**src/rtl/fsm_burst_rd.sv**
```systemverilog
// fsm_burst_rd: burst read sequencer with wait-state retry, timeout error, abort, busy and beat index
module fsm_burst_rd #(
  parameter int BURST_W = 4,
  parameter int TMO_W   = 8,
  parameter int TIMEOUT = 16
) (
  input  logic               clk,
  input  logic               rst_n,
  input  logic               go,
  input  logic [BURST_W-1:0] len,
  input  logic               ws,
  input  logic               abort,
  output logic               rd,
  output logic               ds,
  output logic               err,
  output logic               busy,
  output logic [BURST_W-1:0] beat
);
  typedef enum logic [2:0] {IDLE, READ, DLY, DONE, ERR} state_t;
  state_t state_q, state_d;
  logic [BURST_W-1:0] beat_q, beat_d, len_q, len_d;
  logic [TMO_W-1:0] wcnt_q, wcnt_d;
  logic rd_q, rd_d, ds_q, ds_d, err_q, err_d, busy_q, busy_d;
  // state, counters and outputs all register the next-state view
  always_ff @(posedge clk) begin
    if (!rst_n) begin
      state_q <= IDLE;
      beat_q  <= '0;
      len_q   <= '0;
      wcnt_q  <= '0;
      rd_q    <= 1'b0;
      ds_q    <= 1'b0;
      err_q   <= 1'b0;
      busy_q  <= 1'b0;
    end else begin
      state_q <= state_d;
      beat_q  <= beat_d;
      len_q   <= len_d;
      wcnt_q  <= wcnt_d;
      rd_q    <= rd_d;
      ds_q    <= ds_d;
      err_q   <= err_d;
      busy_q  <= busy_d;
    end
  end
  // next state: abort wins, a ws-high sample retries the beat until the timeout budget is spent
  always_comb begin
    state_d = state_q;
    beat_d  = beat_q;
    len_d   = len_q;
    wcnt_d  = wcnt_q;
    if (abort) begin
      state_d = IDLE;
      beat_d  = '0;
      wcnt_d  = '0;
    end else begin
      case (state_q)
        IDLE: if (go) begin
          state_d = READ;
          len_d   = len;
          beat_d  = '0;
          wcnt_d  = '0;
        end
        READ: state_d = DLY;
        DLY: if (!ws) begin
          wcnt_d  = '0;
          state_d = (beat_q == len_q) ? DONE : READ;
          beat_d  = (beat_q == len_q) ? beat_q : beat_q + 1'b1;
        end else begin
          state_d = (wcnt_q == TMO_W'(TIMEOUT - 1)) ? ERR : READ;
          wcnt_d  = (wcnt_q == TMO_W'(TIMEOUT - 1)) ? wcnt_q : wcnt_q + 1'b1;
        end
        DONE, ERR: state_d = IDLE;
        default: begin
          state_d = IDLE;
          beat_d  = '0;
          wcnt_d  = '0;
        end
      endcase
    end
  end
  // output decode from the next state so every strobe leaves a flop
  always_comb begin
    rd_d   = (state_d == READ) || (state_d == DLY);
    ds_d   = state_d == DONE;
    err_d  = state_d == ERR;
    busy_d = state_d != IDLE;
  end
  assign rd   = rd_q;
  assign ds   = ds_q;
  assign err  = err_q;
  assign busy = busy_q;
  assign beat = beat_q;
endmodule
```
**config.mk**
```make
export PLATFORM = sky130hd
export DESIGN_NAME = fsm_burst_rd
export DESIGN_NICKNAME = d
export VERILOG_FILES = /design/src/rtl/fsm_burst_rd.sv
export SDC_FILE = /design/constraint.sdc
export NUM_CORES = 1
export LEC_CHECK = 0
export CORE_UTILIZATION = 30
export CTS_CLUSTER_SIZE = 8
export DETAILED_ROUTE_END_ITERATION = 6
export PLACE_DENSITY = 0.58
export SLEW_MARGIN = 10
export SYNTH_ARGS = -nofsm -noshare
export SYNTH_HDL_FRONTEND = slang
export SYNTH_SLANG_ARGS = --single-unit
```
**constraint.sdc**
```tcl
create_clock -name clk -period 3.1 [get_ports clk]
set_input_delay 0.62 -clock clk [delete_from_list [all_inputs] [get_ports clk]]
set_output_delay 0.62 -clock clk [all_outputs]
set_load 0.01 [all_outputs]
```
Word level (Yosys, flattened, before mapping)

Cells that the tools add are included.

Add/sub/neg operators: 2
Reductions and logical operators: 8
Multiplexer cells: 14
Bitwise operators: 3
Eq/ne operators: 14

Operator list:

| cell                                                 | count |
|---|---|
| two-way mux 8 bit                                    | 3 |
| one-hot mux 8 bit (3 select lines)                   | 1 |
| equality test 3 x 2 -> 1 bit (second input constant) | 4 |
| two-way mux 3 bit                                    | 4 |
| two-way mux 4 bit                                    | 3 |
| one-hot mux 4 bit (3 select lines)                   | 1 |
| one-hot mux 3 bit (3 select lines)                   | 1 |
| adder 8 x 1 -> 8 bit (second input constant)         | 1 |
| equality test 8 x 4 -> 1 bit (second input constant) | 1 |
| equality test 3 x 1 -> 1 bit (second input constant) | 2 |
| equality test 3 bit (second input constant)          | 2 |
| != test 2 bit (second input constant)                | 3 |
| AND reduction 3 bit                                  | 2 |
| adder 4 x 1 -> 4 bit (second input constant)         | 1 |
| equality test 4 bit                                  | 1 |
| AND reduction 4 bit                                  | 1 |
| logical NOT 3 bit                                    | 1 |
| != test 3 bit (second input constant)                | 1 |
| inverter 1 bit                                       | 3 |
| nonzero test 3 bit                                   | 1 |
| OR reduction 3 bit                                   | 1 |
| two-way mux 2 bit                                    | 1 |
| OR reduction 2 bit                                   | 1 |
| logical OR 1 bit                                     | 1 |

Output and inout port bits: 8
Word-level logic and storage cells: 49
Bits in registers: 23

Logic depth before layout (Yosys ltp)

Gate-level depths: netlist of run 1.

Depth after elaboration: 7
Depth in mapped cells: 6
Depth with buffers taken out: 5

Least setup slack after synthesis of run 1

No wires, ideal clock.

Kind: input to register
From: input go
To: register beat_q[2] (netlist: beat[2])
Setup time: 0.127 ns
Stages: 5
Arrival: 1.482 ns
Slack: 1.491 ns
Cell sequence: and2b_4 -> o31ai_2 -> buf_6 -> a211oi_1 -> mux2i_1

Word-level cells in the longest chain between the ends: 2

Ends and longest elaborated chain:

| item                          | RTL line | text |
|---|---|---|
| from (decl)                   | 9        | `input logic go,` |
| != test 2 bit (no line)       | n/a      |  |
| AND reduction 4 bit (no line) | n/a      |  |
| to (signal assigned)          | 37       | `beat_q <= beat_d;` |
| to (decl)                     | 21       | `logic [BURST_W-1:0] beat_q, beat_d, len_q, len_d;` |

No other way between the ends.
A chain may end at the register's enable or synchronous reset.

Final worst setup path of run 1

From: input go
To: register wcnt_q[6]

Word-level cells in the longest chain between the ends: 2

Ends and longest elaborated chain:

| item                          | RTL line | text |
|---|---|---|
| != test 2 bit (no line)       | n/a      |  |
| AND reduction 3 bit (no line) | n/a      |  |
| to (signal assigned)          | 39       | `wcnt_q <= wcnt_d;` |
| to (decl)                     | 22       | `logic [TMO_W-1:0] wcnt_q, wcnt_d;` |

No other way between the ends.

==> qor.txt, run 1 <==
ys async rst share -> 0%
Port Buf Inserts -> 16
vias -> 1021
WL/cell -> 12.8 um
Gate Count Post-Synth -> 134
Final Cycle Share -> 68.5%
Leak -> 0.520 nW
CP startpoint kind -> input port
CTS Root Cell -> clkbuf_8
number of iterations in the first detailed-routing pass -> 5
kind of critical path -> in2reg
Cell Count Post-Placement -> 195
GRT overflow -> 0
WP data required -> 3.29 ns
largest net degree at the start of global routing -> 17
EDFF count, synth -> 0
RSZ-0062 raised after global routing -> no
die width -> 66.9 um
Clock Latency Late Sink -> 0.26 ns
Post-Route Utilization -> 37.2%
Slew Limit Fails -> 0
Synth top area share -> 36.4%
Final Cell Area -> 0.00150 mm^2
DP Area -> 0.00145 mm^2
slew margin rel. -> 65.9%
hold path depth -> 2
Synth area leader -> dfxtp_1
FMAX -> 471 MHz
initial antenna violation count -> 0
PD cells -> 377 mW/mm^2
WHS -> 0.511 ns
Detailed Place HPWL -> 1.90 mm
Syn Std Cell Area -> 0.00126 mm^2
CTS tree -> built
CTS H-tree lvls -> 1
ratio of cells with drive above 1 in the final layout -> 11.4%
outcome -> completed
DP Worst Slack -> 0.741 ns
Yosys warning count -> 0
number of synthesized register bits -> 23
# diodes -> 0
Max-Cap Viols -> 0
largest cells by area after synthesis -> dfxtp_1 36%, mux2i_1 7.9%, nor2b_1 3.5%, nand2b_1 3.0%, a21oi_1 2.8%
Tightest Hold Check Type -> reg2reg
# hold bufs at CTS -> 0
Final Hold Fails -> 0
CP Max Fanout -> 16
vias per cell -> 5.13
post-detailed-routing wire length -> 2.54 mm
non-filler cells, final -> 199
actual slew at the worst max-slew pin -> 0.507 ns
register area share after synthesis -> 36.4%
Post-CTS Resized -> 0
Clock Skews -> 0.00375 ns
total track usage -> 13.2%
fin worst setup slack -> 0.977 ns
starting density of the core -> 31.4%
worst vdd ir -> 0.000234 V
Crit. End Element -> flop
most common cell after layout, fill and taps aside -> dfxtp_1
Post-Syn Nets -> 145
Synth Area per Inst -> 9.43 um^2
Rows -> 23
post-route setup TNS -> 0 ns
most frequent cells in the layout -> 23 x dfxtp_1, 16 x clkdlybuf4s50_1, 10 x mux2i_1
vias in the first global route -> 1005
Design Power -> 0.565 mW
Clk pin slew, worst setup/hold paths -> 0.08 ns
Primary FF master, synth -> dfxtp_1
DR iter-0 viols -> 57
CTS Buf Count -> 3
Sinks on Clock Net -> 23
NumNets Final -> 161
antenna-violating nets left -> 0
Area growth syn-to-layout -> 18.5%
buffer depth of the longest clock path -> 2
r2r worst-path depth -> 5
num ports -> 17
Core ar. -> 0.00403 mm^2
Residual DRC -> 0
# Post-CTS Setup Buffers -> 0
GP Congestion -> 0.773
first-pass GRT wire length -> 4.47 mm
final setup vio count -> 0
distinct cell type count after synthesis -> 42
Tmin final -> 2.12 ns
arrival time of the worst setup path -> 2.31 ns
die area -> 0.00448 mm^2
Die H -> 66.9 um
-- critical path, cell delays in order --
cell and delay (ns):
clkdlybuf4s50_1 0.53, and2b_4 0.21, o31ai_2 0.06, buf_4 0.20
or4_1 0.50, a21oi_1 0.19
-- registers in the layout, indices dropped and copies added, names as in the netlist --
signal and cells:
beat 4, len_q 4, state_q 3, ds 1, busy 1, wcnt_q 8
err 1, rd 1
-- synth_stat cells (3+ instances only) --
cell type and number:
mux2i_1 10, nor2_1 6, nand2_1 9, xor2_1 4, buf_4 3, nor3_1 6
nand4_1 3, nor2b_1 7, o31ai_1 4, nand2b_1 6, nand3_1 4, or4_1 4
o21ai_0 4, a21oi_1 7, dfxtp_1 23
-- where the power goes --
| group | total (mW) | internal [mW] | switching, mW |
|---|---|---|---|
| Combinational | 0.0691 | 0.0344 | 0.0347 |
| Clock | 0.188 | 0.0918 | 0.0966 |
| Sequential | 0.307 | 0.301 | 0.00621 |
| Total | 0.565 | 0.427 | 0.138 |
-- final cells by class --
| class | instances | area [um^2] |
|---|---|---|
| inverters | 1 | 3.75 |
| fillers | 422 | 2530 |
| multi-input cells | 104 | 758 |
| clock buffers | 4 | 45.0 |
| repair buffers | 17 | 168 |
| well taps | 50 | 62.6 |
| flip-flops and latches | 23 | 460 |
-- per-layer routing --
metal | GRT usage [%] | vias up | part of all wire [%]
li1 | - | 532 | -
met2 | 21.2 | 18 | 45
met3 | 4.79 | 4 | 4.1
met1 | 16.2 | 467 | 49
met4 | 4.26 | 0 | 1.2
met5 | 0 | - | 0
-- path summary, 6_finish.rpt --
path | from | endpoint | slack [ns]
setup / recovery | go | wcnt_q[6] | 0.98
hold / removal | beat[3] | beat[3] | 0.51
setup reg to reg | state_q[2] | wcnt_q[6] | 1.31
hold reg to reg | beat[3] | beat[3] | 0.51
-- logic make-up (layout without fill, tap and decap cells) --
kind of cell	count (synthesis)	count (layout)	synth area share, %
XOR/XNOR	4	4	2.77
buffers and inverters	7	22	3.56
AND/OR/NAND/NOR	60	60	29.6
AO/OA/AOI/OAI	28	28	17.7
multiplexers	10	10	7.92
flip-flops	23	23	36.4
adder cells (fa/ha/maj)	2	2	1.98
(Power assumes the default switching activity.)
==> run 2, diff against run 1 <==
PLACE_DENSITY = 0.6   (was 0.58)
clock period = 1.9 ns   (was 3.1 ns; I/O delays follow)
==> run 2 against run 1 <==
  * Sequential share of layout area shrank 1.3 points
  * Setup slack worse by 0.85 ns
  * Sequential power increased by 64%
  * Die area unchanged
  * Via count rose by 7.3%
  * Clock-buffer cell count unchanged
  * Clock power increased by 64%
  * Total power up 66%
  * Utilization grew 1.7 points
  * Non-clock buffer count rose by 9
  * First-iteration DRC count fell by 56%
  * Global-route usage increased by 0.65 points
  * Largest power group unchanged
==> qor.txt, run 2 (same netlist as run 1, synthesis figures left out) <==
Residual DRC -> 0
slew margin rel. -> 65.4%
sequential cell area -> 460 um^2
CP Max Fanout -> 15
Critical-path top delay cell -> or4_1
antenna-violating nets left -> 0
Core ar. -> 0.00403 mm^2
die width -> 66.9 um
Clock Skews -> 0.00654 ns
GP Congestion -> 0.745
Multi-input gate area -> 758 um^2
Final Cycle Share -> 93.1%
CTS Root Cell -> clkbuf_8
starting density of the core -> 31.4%
Area growth syn-to-layout -> 23.9%
ratio of cells with drive above 1 in the final layout -> 16.5%
outcome -> completed
WL/cell -> 13.1 um
Max-Cap Viols -> 0
most common cell after layout, fill and taps aside -> dfxtp_1
WP data required -> 2.10 ns
post-detailed-routing wire length -> 2.73 mm
number of iterations in the first detailed-routing pass -> 4
CTS tree -> built
Rows -> 23
Largest delay share family, worst path -> simple AND/OR/NAND/NOR gates
CP startpoint kind -> input port
Final Cell Area -> 0.00157 mm^2
worst vdd ir -> 0.000249 V
Crit. End Element -> flop
Clk pin slew, worst setup/hold paths -> 0.09 ns
Tightest Hold Check Type -> reg2reg
RSZ-0062 raised after global routing -> no
DR iter-0 viols -> 25
vias per cell -> 5.27
vias in the first global route -> 1101
Die H -> 66.9 um
final setup vio count -> 0
CTS Buf Count -> 3
vias -> 1096
Clock Latency Late Sink -> 0.27 ns
Cell Count Post-Placement -> 204
actual slew at the worst max-slew pin -> 0.515 ns
Biggest register -> wcnt_q
# Post-CTS Setup Buffers -> 0
most frequent cells in the layout -> 23 x dfxtp_1, 16 x clkdlybuf4s50_1, 10 x mux2i_1, 10 x buf_4, 9 x nand2_1
# diodes -> 0
die area -> 0.00448 mm^2
Port Buf Inserts -> 16
FMAX -> 565 MHz
CTS H-tree lvls -> 1
non-filler cells, final -> 208
DP Area -> 0.00152 mm^2
total track usage -> 13.9%
Slew Limit Fails -> 0
first-pass GRT wire length -> 4.68 mm
initial antenna violation count -> 0
Sinks on Clock Net -> 23
Leak -> 0.564 nW
critical path cell sequence -> clkdlybuf4s50_1, and2b_4, o31ai_2, buf_4, or4_1, a21oi_1
Detailed Place HPWL -> 2.12 mm
buffer depth of the longest clock path -> 2
Slowest Stage Delay on Critical Path -> 0.52 ns
kind of critical path -> in2reg
GRT overflow -> 0
largest net degree at the start of global routing -> 16
num ports -> 17
Post-CTS Resized -> 0
WHS -> 0.507 ns
Layout fillers -> 420
arrival time of the worst setup path -> 1.97 ns
Final Hold Fails -> 0
# hold bufs at CTS -> 0
worst path bufs/invs -> 2
NumNets Final -> 170
max reg flops -> 8
Design Power -> 0.938 mW
PD cells -> 599 mW/mm^2
Tmin final -> 1.77 ns
[run 2: cell count changes in the layout (fill, tap and decap cells not counted), sizes merged]
cell  before  now
buf        1   10
[run 2: cell type report]
class / instances / share of cell area, %
Clock buffer: 4 / 2.88
Sequential cell: 23 / 29.4
Inverter: 1 / 0.240
Tap cell: 50 / 4.00
Timing Repair Buffer: 26 / 15.0
Multi-Input combinational cell: 104 / 48.4
[run 2: per-stage QoR]
| step | setup TNS (ns) | setup WS (ns) | utilization (%) |
|---|---|---|---|
| 6_report | 0 | 0.132 | 38.9 |
| 5_1_grt | 0 | 0.108 | 38.9 |
| 4_1_cts | 0 | 0.131 | 38.9 |
| 3_5_place_dp | -0.526 | -0.139 | 37.7 |
| 3_3_place_gp | -0.211 | -0.0550 | 37.7 |
| 2_1_floorplan | 0 | 0.379 | - |
[run 2: where the power goes]
part	switching, mW	total (mW)	internal, mW
clock	0.159	0.309	0.150
sequential	0.0105	0.502	0.491
combinational	0.0593	0.127	0.0672
[run 2: worst paths after layout]
check         endpoint  slack, ns  startpoint  cells after the start
max          wcnt_q[6]       0.13          go                      6
min            beat[3]       0.51     beat[3]                      2
max reg2reg  wcnt_q[6]       0.24  state_q[1]                      4
min reg2reg    beat[3]       0.51     beat[3]                      2
[run 2: metal layers]
layer | part of all wire (%) | global-route usage [%]
met3 | 3.3 | 2.74
met1 | 43 | 15.4
met5 | 0 | 0
met2 | 52 | 25.5
met4 | 1.2 | 5.32
[run 2: tightest hold or removal path, delay by kind of cell, from the launching register on]
family	cells	cell delay (ns)
mux	1	0.06
flops	1	0.34
simple gates	1	0.06
